File: config.mk
export PLATFORM = sky130hd
export DESIGN_NAME = coax_sync_bit_timer
export DESIGN_NICKNAME = d
export VERILOG_FILES = /design/src/rtl/coax_pkg.sv /design/src/rtl/coax_bit_word_counter.sv /design/src/rtl/coax_sync_bit_timer.sv
export SDC_FILE = /design/constraint.sdc
export NUM_CORES = 1
export LEC_CHECK = 0
export BUFFER_PORTS_ARGS = -buffer_cell sky130_fd_sc_hd__clkbuf_2
export CELL_PAD_IN_SITES_DETAIL_PLACEMENT = 1
export CELL_PAD_IN_SITES_GLOBAL_PLACEMENT = 1
export CORE_AREA = 10 10 47 49
export CTS_CLUSTER_DIAMETER = 60
export CTS_CLUSTER_SIZE = 8
export DETAILED_ROUTE_END_ITERATION = 8
export DIE_AREA = 0 0 57 59
export GPL_ROUTABILITY_DRIVEN = 0
export PLACE_DENSITY_LB_ADDON = 0.15
export REMOVE_ABC_BUFFERS = 1
export SYNTH_ARGS = -nofsm -noshare
export SYNTH_HDL_FRONTEND = slang
export SYNTH_HIERARCHICAL = 1
export SYNTH_SLANG_ARGS = --single-unit
File: constraint.sdc
create_clock -name clk -period 3 [get_ports clk]
set_input_delay 0.45 -clock clk [delete_from_list [all_inputs] [get_ports clk]]
set_output_delay 0.45 -clock clk [all_outputs]
set_load 0.03 [all_outputs]
File: src/rtl/coax_pkg.sv
// ============================================================================
// Module      : coax_pkg
// Description : Shared constants, state encoding and width helper for the
//               coax PHY bit timer family.
// Revision    : 1.0 - initial release
// ============================================================================
`default_nettype none

package coax_pkg;

   // Default geometry of a coax bit/word
   localparam int COAX_CPB_DEFAULT = 8;
   localparam int COAX_BPW_DEFAULT = 12;

   // Timer run state: idle (counters held at zero) or running
   typedef enum logic [0:0] {
      ST_IDLE = 1'b0,
      ST_RUN  = 1'b1
   } coax_state_t;

   // Width of a phase counter covering 0 .. cpb-1 (never narrower than 1 bit)
   function automatic int coax_phase_width(input int cpb);
      return (cpb <= 2) ? 1 : $clog2(cpb);
   endfunction

endpackage

`default_nettype wire

File: src/rtl/coax_bit_word_counter.sv
// ============================================================================
// Module      : coax_bit_word_counter
// Description : Bit-within-word counter. Advances on each bit-time wrap,
//               wraps after the last bit of a word, and is held at zero
//               while the timer is idle.
// Revision    : 1.0 - initial release
// ============================================================================
`default_nettype none

module coax_bit_word_counter
   import coax_pkg::*;
#(
   parameter int BITS_PER_WORD = COAX_BPW_DEFAULT
) (
   input  logic                             clk,
   input  logic                             rst,
   input  logic                             i_clear,
   input  logic                             i_advance,
   output logic [$clog2(BITS_PER_WORD)-1:0] o_bit_index,
   output logic                             o_last_bit
);

   localparam int BW = $clog2(BITS_PER_WORD);
   localparam logic [BW-1:0] c_LAST_BIT = BW'(BITS_PER_WORD - 1);

   logic [BW-1:0] r_bit_index;
   logic          w_last_bit;

   assign w_last_bit  = (r_bit_index == c_LAST_BIT);
   assign o_bit_index = r_bit_index;
   assign o_last_bit  = w_last_bit;

   // Bit index: cleared when idle, stepped (with word wrap) on each bit wrap
   always_ff @(posedge clk) begin
      if (rst || i_clear) begin
         r_bit_index <= '0;
      end else if (i_advance) begin
         if (w_last_bit) begin
            r_bit_index <= '0;
         end else begin
            r_bit_index <= r_bit_index + BW'(1);
         end
      end
   end

endmodule

`default_nettype wire

File: src/rtl/coax_sync_bit_timer.sv
// ============================================================================
// Module      : coax_sync_bit_timer
// Description : Parametrised coax bit timer. Produces the mid-bit strobe and
//               half-bit phase flags, counts bits within a word and pulses a
//               word strobe. With COAX_BIT_TIMER_RESYNC_EN defined, observed
//               line transitions near mid-bit re-align the phase; transitions
//               outside the tolerance window raise resync_error. Without the
//               macro the timer free-runs and transition is ignored.
// Revision    : 1.0 - initial release
// ============================================================================
`default_nettype none

module coax_sync_bit_timer
   import coax_pkg::*;
#(
   parameter int CLOCKS_PER_BIT = COAX_CPB_DEFAULT,
   parameter int BITS_PER_WORD  = COAX_BPW_DEFAULT,
   parameter int TOLERANCE      = 1
) (
   input  logic                             clk,
   input  logic                             reset,
   input  logic                             enable,
   input  logic                             transition,
   output logic                             strobe,
   output logic                             first_half,
   output logic                             second_half,
   output logic [$clog2(BITS_PER_WORD)-1:0] bit_index,
   output logic                             word_strobe,
   output logic                             resync_error
);

   localparam int PW   = coax_phase_width(CLOCKS_PER_BIT);
   localparam int BW   = $clog2(BITS_PER_WORD);
   localparam int HALF = CLOCKS_PER_BIT / 2;

   localparam logic [PW-1:0] c_PH_HALF  = PW'(HALF);
   localparam logic [PW-1:0] c_PH_AFTER = PW'(HALF + 1);
   localparam logic [PW-1:0] c_PH_LAST  = PW'(CLOCKS_PER_BIT - 1);

   // Elaboration-time parameter sanity checks
   if ((CLOCKS_PER_BIT < 4) || ((CLOCKS_PER_BIT % 2) != 0)) begin : g_bad_cpb
      $error("coax_sync_bit_timer: CLOCKS_PER_BIT must be even and >= 4");
   end
   if (BITS_PER_WORD < 2) begin : g_bad_bpw
      $error("coax_sync_bit_timer: BITS_PER_WORD must be >= 2");
   end
   if ((TOLERANCE < 0) || (TOLERANCE > (CLOCKS_PER_BIT / 2) - 2)) begin : g_bad_tol
      $error("coax_sync_bit_timer: TOLERANCE must be in 0 .. CLOCKS_PER_BIT/2-2");
   end

   coax_state_t   r_state;
   logic [PW-1:0] r_phase;
   logic          r_strobed;

   logic          w_running;
   logic          w_phase_wrap;
   logic          w_accepted;
   logic          w_resync_error;
   logic          w_strobe;
   logic          w_last_bit;
   logic          w_clear;
   logic [BW-1:0] w_bit_index;

   assign w_running    = (r_state == ST_RUN);
   assign w_phase_wrap = w_running && (r_phase == c_PH_LAST);

`ifdef COAX_BIT_TIMER_RESYNC_EN
   // The window never reaches phase 0 or the last phase, so an accept can
   // never collide with a bit wrap.
   localparam logic [PW-1:0] c_WIN_LO = PW'(HALF - TOLERANCE);
   localparam logic [PW-1:0] c_WIN_HI = PW'(HALF + TOLERANCE);

   logic w_in_window;

   assign w_in_window    = (r_phase >= c_WIN_LO) && (r_phase <= c_WIN_HI);
   assign w_accepted     = transition && w_running && w_in_window;
   assign w_resync_error = transition && w_running && !w_in_window;
`else
   logic w_unused_transition;

   assign w_unused_transition = transition;
   assign w_accepted          = 1'b0;
   assign w_resync_error      = 1'b0;
`endif

   // An early accept pulls the strobe forward; a late one finds r_strobed
   // already set, so each bit time sees exactly one strobe.
   assign w_strobe = w_running && !r_strobed && ((r_phase == c_PH_HALF) || w_accepted);

   // Run state, phase counter and strobe-given flag
   always_ff @(posedge clk) begin
      if (reset || !enable) begin
         r_state   <= ST_IDLE;
         r_phase   <= '0;
         r_strobed <= 1'b0;
      end else begin
         case (r_state)
            ST_IDLE: begin
               r_state   <= ST_RUN;
               r_phase   <= '0;
               r_strobed <= 1'b0;
            end
            ST_RUN: begin
               if (w_accepted) begin
                  // Re-align: the line says mid-bit is now, continue just past it
                  r_phase   <= c_PH_AFTER;
                  r_strobed <= 1'b1;
               end else if (r_phase == c_PH_LAST) begin
                  r_phase   <= '0;
                  r_strobed <= 1'b0;
               end else begin
                  r_phase   <= r_phase + PW'(1);
                  r_strobed <= r_strobed || w_strobe;
               end
            end
            default: begin
               r_state   <= ST_IDLE;
               r_phase   <= '0;
               r_strobed <= 1'b0;
            end
         endcase
      end
   end

   // Counter is cleared whenever the timer is, or is about to be, idle
   assign w_clear = !enable || !w_running;

   coax_bit_word_counter #(
      .BITS_PER_WORD (BITS_PER_WORD)
   ) u_bit_word_counter (
      .clk         (clk),
      .rst         (reset),
      .i_clear     (w_clear),
      .i_advance   (w_phase_wrap),
      .o_bit_index (w_bit_index),
      .o_last_bit  (w_last_bit)
   );

   assign strobe       = w_strobe;
   assign first_half   = w_running && (r_phase <  c_PH_HALF);
   assign second_half  = w_running && (r_phase >= c_PH_HALF);
   assign bit_index    = w_bit_index;
   assign word_strobe  = w_phase_wrap && w_last_bit;
   assign resync_error = w_resync_error;

endmodule

`default_nettype wire

==> results of run 1 <==
-- registers in the layout, summed over array words and instances (netlist names) --
| name | flops |
|---|---|
| r_phase | 3 |
| u_bit_word_counter/o_bit_index | 4 |
| r_strobed | 1 |
| r_state | 1 |
-- critical path, stage by stage (launching register included) --
cell	delay, ns
dfxtp_1	0.33
ha_1	0.20
ha_1	0.21
and3_1	0.17
clkbuf_2	0.18
-- final cells by class --
class | count | share of cell area
timing repair buffer | 10 | 0.0959
multi-input combinational | 33 | 0.448
clock buffer | 4 | 0.0504
tap | 16 | 0.0384
inverter | 3 | 0.0216
sequential | 9 | 0.345
-- stage by stage --
step	std cells	utilization
after global placement	71	0.354
after global routing	75	0.372
after detailed placement	71	0.354
after CTS	75	0.372
final	75	0.372
after floorplan	45	-
-- kinds of logic after synthesis --
kind of cell             after synthesis  synth area share
AND/OR/NAND/NOR                       22             0.301
flip-flops                             9             0.416
adder cells (fa/ha/maj)                4             0.116
buffers and inverters                  4            0.0434
XOR/XNOR                               3            0.0607
AO/OA/AOI/OAI                          2            0.0318
other                                  1           0.00866
multiplexers                           1            0.0231
-- worst paths after layout --
path / to / slack, ns / depth (start not counted)
max reg2reg: u_bit_word_counter/o_bit_index[0]$_SDFFE_PP0P_ / 1.52 / 6
min reg2reg: r_phase[0]$_SDFF_PP0_ / 0.45 / 1
max: word_strobe / 1.20 / 4
min: r_state$_DFF_P_ / 0.42 / 2
-- cell usage after synthesis (all sizes together) --
cell type,number,share of area
dfxtp,9,0.42
nor2,7,0.066
and2,4,0.058
ha,4,0.12
inv,3,0.026
nand2,2,0.017
nor2b,2,0.029
xor2,2,0.040
a21oi,1,0.012
and3,1,0.014
and3b,1,0.020
and4bb,1,0.029
buf,1,0.017
conb,1,0.0087
mux2i,1,0.023
nand2b,1,0.014
nand4,1,0.014
nand4bb,1,0.026
nor3,1,0.012
o21ai,1,0.020
xnor2,1,0.020
-- where the power goes --
group,internal [mW],switching (mW)
logic,0.00351,0.00676
clock network,0.0512,0.0420
registers,0.121,0.00127
total,0.175,0.0500
-- metal layers --
metal  vias up  GRT usage  share of wire
met1       167     0.0562           0.42
met3         4     0.0193          0.068
met5         -          0              0
li1        175          -              -
met4         0     0.0604          0.038
met2        10     0.0977           0.47
==> metrics.cfg, run 1 <==
[detailed_routing]
vias_per_cell = 4.75
drt-total-wl_um = 892
drt-pass1-iter-count = 4
vias = 356
drc = 0
drtIter0Drc = 2
antenna_left = 0
avgRoutedWirePerCell_um = 11.9

[worst_setup_path]
cp_data_arrival_time_ns = 1.35
crit_start = r_phase[0]$_SDFF_PP0_
cp-end-kind = output port
critPathKind = flip-flop to output port
rr_startpoint = r_phase[0]$_SDFF_PP0_
start_kind = flip-flop
required_ns = 2.55
path_max_fanout = 4

[clock_tree]
cts-resized-gates = 0
numCtsBuffers = 3
cts_setup_buffers = 0
clock_path_buffers = 2
cts_tree = built
holdBufCountCts = 0
clock-sinks = 9
h-tree-depth = 1
cts_root_buf = clkbuf_4
worstSkewPairLatency_ns = 0.26
clk_pin_slew_worst_paths_ns = 0.06

[power_and_ir_drop]
irDropWorstVdd_v = 0.000224
power.total_uw = 225
power_density_mw_per_mm2 = 432
p_leak_nw = 0.236

[cells_and_area]
layout-drive-gt1-share = 0.254
multi_input_area_sq_um = 234
finalNetCount = 68
area_growth_pct = 20.5
antenna_cells = 0
fin_area_sq_um = 522
register_area_sq_um = 180
layout_common_cells = clkbuf_2 (10), dfxtp_1 (9), nor2_1 (6), and2_1 (4), ha_1 (4)
final_common_cell = clkbuf_2
fillers = 181

[floorplanning]
die_h_um = 59
start_util = 0.309
dieArea_sq_mm = 0.00336
die_w_um = 57
io_pins = 13
core_area_sq_mm = 0.00140
fp-row-count = 14

[timing]
finalMaxSlewViolations = 0
hold_viol_final = 0
final.setup_skew_ns = 0.000875
worst_hold_slack_ns = 0.417
setup_ws_ns = 1.20
period_needed_ns = 1.80
setup_violations = 0
grt_setup_unrepaired = no
fmax_ghz = 0.556
fin_tns_setup_ns = 0
min_period_over_period = 0.599

[global_routing]
antenna_found_initial = 0
grt.total_usage = 0.0594
grt_pass1_wl_mm = 1.57
grt_max_degree = 8
grt_overflow = 0
grt_pass1_vias = 391

[run_status]
status = completed

[place]
io_buffers = 10
pre_cts_slack_ns = 1.46
placed_cell_area_sq_um = 495
dpl.hpwl_um = 729

[synth]
avgSynthCellArea_sq_um = 9.41
yosys_register_bits = 9
synth_cell_type_count = 22
netlist_area_sq_um = 433
yosysSeqAreaShare = 0.416
syn_inst = 46
yosysWarnings = 6

[hold_path]
holdCritStartpoint = reset
hold_class = input port to flip-flop

[job]
maxCapViolations = 0

No activity file was read; power rests on OpenSTA's default activity.
==> run 2, diff against run 1 <==
==> constraint.sdc (replaced) <==
create_clock -name clk -period 1.85 [get_ports clk]
set_input_delay 0.2775 -clock clk [delete_from_list [all_inputs] [get_ports clk]]
set_output_delay 0.2775 -clock clk [all_outputs]
set_load 0.03 [all_outputs]
==> run 2 against run 1 <==
Flip-flop and latch count stayed put. Total power is 60% higher. First-iteration DRC count is 50% lower. Utilization is the same. Combinational power increased by 62%. Cell count unchanged. Sequential share of layout area did not move. Clock-buffer cell count stayed put. Hold slack got worse by 0.16 ns. Critical path type unchanged. Critical endpoint unchanged.
==> metrics.cfg, run 2 (same netlist as run 1, synthesis figures left out) <==
[hold_path]
hold_class = input port to flip-flop
holdCritStartpoint = reset
hold_depth = 2
holdPathEnd = r_state$_DFF_P_

[timing]
period_needed_ns = 1.62
setup_violations = 0
final.setup_skew_ns = 0.00206
min_period_over_period = 0.874
grt_setup_unrepaired = no
finalMaxSlewViolations = 0
fmax_ghz = 0.619
fin_tns_setup_ns = 0
hold_viol_final = 0

[clock_tree]
cts_tree = built
holdBufCountCts = 0
numCtsBuffers = 3
h-tree-depth = 1
clock-sinks = 9
clk_pin_slew_worst_paths_ns = 0.06
cts-resized-gates = 0
clock_path_buffers = 2
cts_setup_buffers = 0
cts_root_buf = clkbuf_4
worstSkewPairLatency_ns = 0.25

[worst_setup_path]
critPathSlowestCell = dfxtp_1
path_cells = ha_1, ha_1, and3_1, clkbuf_2
cpPeakStageDelay_ns = 0.33
start_kind = flip-flop
cp-end-kind = output port
timing.rr.end = u_bit_word_counter/o_bit_index[0]$_SDFFE_PP0P_
path_max_fanout = 4
rr_worst_depth = 6
required_ns = 1.57
critPathKind = flip-flop to output port
rr_startpoint = r_phase[0]$_SDFF_PP0_
cp_data_arrival_time_ns = 1.34
r2r_slack_ns = 0.38
critPathMostFrequentCell = ha_1

[global_routing]
grt.total_usage = 0.0607
grt_pass1_vias = 395
antenna_found_initial = 0
grt_max_degree = 8
grt_overflow = 0
grt_pass1_wl_mm = 1.57

[cells_and_area]
fillers = 181
final_common_cell = clkbuf_2
antenna_cells = 0
area_growth_pct = 20.5
largest_reg_flops = 4
layout_common_cells = clkbuf_2 (10), dfxtp_1 (9), nor2_1 (6), and2_1 (4), ha_1 (4)
finalNetCount = 68
multi_input_area_sq_um = 234
register_area_sq_um = 180
layout-drive-gt1-share = 0.254

[power_and_ir_drop]
irDropWorstVdd_v = 0.000269
p_leak_nw = 0.236
power.total_uw = 361
power_density_mw_per_mm2 = 691

[detailed_routing]
drt-total-wl_um = 882
vias = 359
drtIter0Drc = 1
vias_per_cell = 4.79
drt-pass1-iter-count = 2
drc = 0
avgRoutedWirePerCell_um = 11.8
antenna_left = 0

[floorplanning]
io_pins = 13
fp-row-count = 14
start_util = 0.309
die_w_um = 57
core_area_sq_mm = 0.00140
dieArea_sq_mm = 0.00336
die_h_um = 59

[job]
maxCapViolations = 0

[place]
dpl.hpwl_um = 739
io_buffers = 10

[run_status]
status = completed

==> run 2: critical path: cells and delay by family, from the launching register on <==
kind / cells / cell delay [ns]
simple gates: 1 / 0.17
buf+inv: 1 / 0.18
fa+ha+maj: 2 / 0.41
flops: 1 / 0.33
==> run 2: routing by layer <==
metal / GRT usage / wire length (um) / vias up
li1: - / - / 175
met1: 0.0491 / 345 / 174
met2: 0.104 / 446 / 8
met3: 0.0365 / 76 / 2
met4: 0.0503 / 14 / 0
met5: 0 / 0 / -
==> run 2: worst max-delay path by stage <==
| stage | start | end | depth (start not counted) |
|---|---|---|---|
| 2_1_floorplan | u_bit_word_counter/o_bit_index[0]$_SDFFE_PP0P_ | word_strobe | 4 |
| 3_3_place_gp | r_phase[0]$_SDFF_PP0_ | u_bit_word_counter/o_bit_index[2]$_SDFFE_PP0P_ | 6 |
| 3_5_place_dp | r_phase[0]$_SDFF_PP0_ | u_bit_word_counter/o_bit_index[0]$_SDFFE_PP0P_ | 6 |
| 4_1_cts | r_phase[0]$_SDFF_PP0_ | word_strobe | 4 |
| 5_1_grt | u_bit_word_counter/o_bit_index[1]$_SDFFE_PP0P_ | word_strobe | 5 |
| 6_report | r_phase[0]$_SDFF_PP0_ | word_strobe | 4 |
==> run 2: layout make-up <==
class / instances / area share
repair buffers: 10 / 0.0959
multi-input cells: 33 / 0.448
inverters: 3 / 0.0216
well taps: 16 / 0.0384
flip-flops and latches: 9 / 0.345
clock buffers: 4 / 0.0504
==> run 2: power breakdown <==
| group | switching, mW | total, mW | leakage [nW] | internal [mW] |
|---|---|---|---|---|
| registers | 0.00207 | 0.198 | 0.0728 | 0.196 |
| clock network | 0.0635 | 0.146 | 0.0150 | 0.0828 |
| logic | 0.0110 | 0.0167 | 0.148 | 0.00566 |
==> run 2: metrics by stage <==
stage	setup slack, ns	instances	utilization	hold WS [ns]	cell area, sq um
finish	0.234	75	0.372	0.253	522
global route	0.141	75	0.372	0.243	522
CTS	0.206	75	0.372	0.238	522
detailed placement	0.376	71	0.354	0.448	495
global placement	0.363	71	0.354	0.436	495
floorplan	0.373	45	-	0.349	425
==> run 3, diff against run 2 <==
--- a/config.mk
+++ b/config.mk
@@ -14,7 +14,7 @@
 export DETAILED_ROUTE_END_ITERATION = 8
 export DIE_AREA = 0 0 57 59
 export GPL_ROUTABILITY_DRIVEN = 0
-export PLACE_DENSITY_LB_ADDON = 0.15
+export PLACE_DENSITY_LB_ADDON = 0.05
 export REMOVE_ABC_BUFFERS = 1
 export SYNTH_ARGS = -nofsm -noshare
 export SYNTH_HDL_FRONTEND = slang
==> run 3 against run 2 <==
Hold slack got worse by 0.017 ns. Combinational power barely moved. Global-route usage rose by 0.14 points. Highest routed layer is now met3.
==> metrics.cfg, run 3 (same netlist as run 1, synthesis figures left out) <==
[power_and_ir_drop]
power.total_uw = 362
p_leak_nw = 0.236
power_density_mw_per_mm2 = 693
irDropWorstVdd_v = 0.000460

[job]
maxCapViolations = 0

[floorplanning]
die_h_um = 59
fp-row-count = 14
io_pins = 13
dieArea_sq_mm = 0.00336
start_util = 0.309
die_w_um = 57
core_area_sq_mm = 0.00140

[worst_setup_path]
crit_start = r_phase[0]$_SDFF_PP0_
required_ns = 1.57
path_max_fanout = 4
rr_startpoint = r_phase[0]$_SDFF_PP0_
cp_data_arrival_time_ns = 1.36
critPathKind = flip-flop to output port
cp-end-kind = output port
rr_worst_depth = 6
start_kind = flip-flop

[detailed_routing]
drt-pass1-iter-count = 1
drt-total-wl_um = 931
vias_per_cell = 4.57
vias = 343
drtIter0Drc = 0
antenna_left = 0
avgRoutedWirePerCell_um = 12.4
drc = 0

[clock_tree]
cts_root_buf = clkbuf_4
cts_tree = built
clk_pin_slew_worst_paths_ns = 0.06
cts_setup_buffers = 0
worstSkewPairLatency_ns = 0.25
clock-sinks = 9
holdBufCountCts = 0
clock_path_buffers = 2
h-tree-depth = 1
numCtsBuffers = 3
cts-resized-gates = 0

[global_routing]
grt_pass1_wl_mm = 1.64
grt_overflow = 0
grt.total_usage = 0.0621
antenna_found_initial = 0
grt_max_degree = 8
grt_pass1_vias = 373

[cells_and_area]
fillers = 184
fin_area_sq_um = 522
finalNetCount = 68
area_growth_pct = 20.5
layout-drive-gt1-share = 0.254
largest_reg_flops = 4
layout_common_cells = clkbuf_2 (10), dfxtp_1 (9), nor2_1 (6), and2_1 (4), ha_1 (4)
final_util = 0.372
final_common_cell = clkbuf_2
antenna_cells = 0

[timing]
grt_setup_unrepaired = no
finalMaxSlewViolations = 0
final.setup_skew_ns = 0.00241
fmax_ghz = 0.612
hold_viol_final = 0
min_period_over_period = 0.884
fin_tns_setup_ns = 0
setup_violations = 0
period_needed_ns = 1.63
worst_hold_slack_ns = 0.237

[place]
io_buffers = 10
dpl.hpwl_um = 801
placed_cell_area_sq_um = 495

[hold_path]
holdCritStartpoint = reset
hold_depth = 2
hold_class = input port to flip-flop

[run_status]
status = completed

==> run 3: cell counts in the layout (fill, tap and decap cells not counted) <==
No cell type changed its count.
==> run 3: layer usage <==
layer | up-vias | GRT usage | part of all wire | wire [um]
met2 | 9 | 0.112 | 0.53 | 492
met4 | 0 | 0.0302 | 0 | 0
met1 | 162 | 0.0577 | 0.41 | 383
li1 | 172 | - | - | -
met3 | 0 | 0.0300 | 0.059 | 55
met5 | - | 0 | 0 | 0
==> run 3: through the flow <==
step	cells	worst slack, ns
after floorplan	45	0.373
after global placement	71	0.440
after detailed placement	71	0.371
after CTS	75	0.184
after global routing	75	0.108
final	75	0.215
==> run 3: critical path: stages, from the launching register on <==
cell and delay (ns):
dfxtp_1 0.32, ha_1 0.21, ha_1 0.22, and3_1 0.17
clkbuf_2 0.18
==> run 3: area by class of cell <==
class | instances | area (sq um) | share of cell area
clock buffers | 4 | 26.3 | 0.0504
inverters | 3 | 11.3 | 0.0216
multi-input cells | 33 | 234 | 0.448
flip-flops and latches | 9 | 180 | 0.345
well taps | 16 | 20.0 | 0.0384
repair buffers | 10 | 50.0 | 0.0959
==> run 3: final timing paths <==
kind / end / slack, ns
worst max register to register: u_bit_word_counter/o_bit_index[0]$_SDFFE_PP0P_ / 0.39
worst min register to register: r_phase[0]$_SDFF_PP0_ / 0.44
worst max-delay path: word_strobe / 0.22
worst min-delay path: r_state$_DFF_P_ / 0.24
==> run 3: report_power, final <==
group / internal, mW / leakage, nW / switching (mW)
logic: 0.00566 / 0.148 / 0.0109
clock network: 0.0828 / 0.0150 / 0.0644
registers: 0.196 / 0.0728 / 0.00230
total: 0.284 / 0.236 / 0.0776
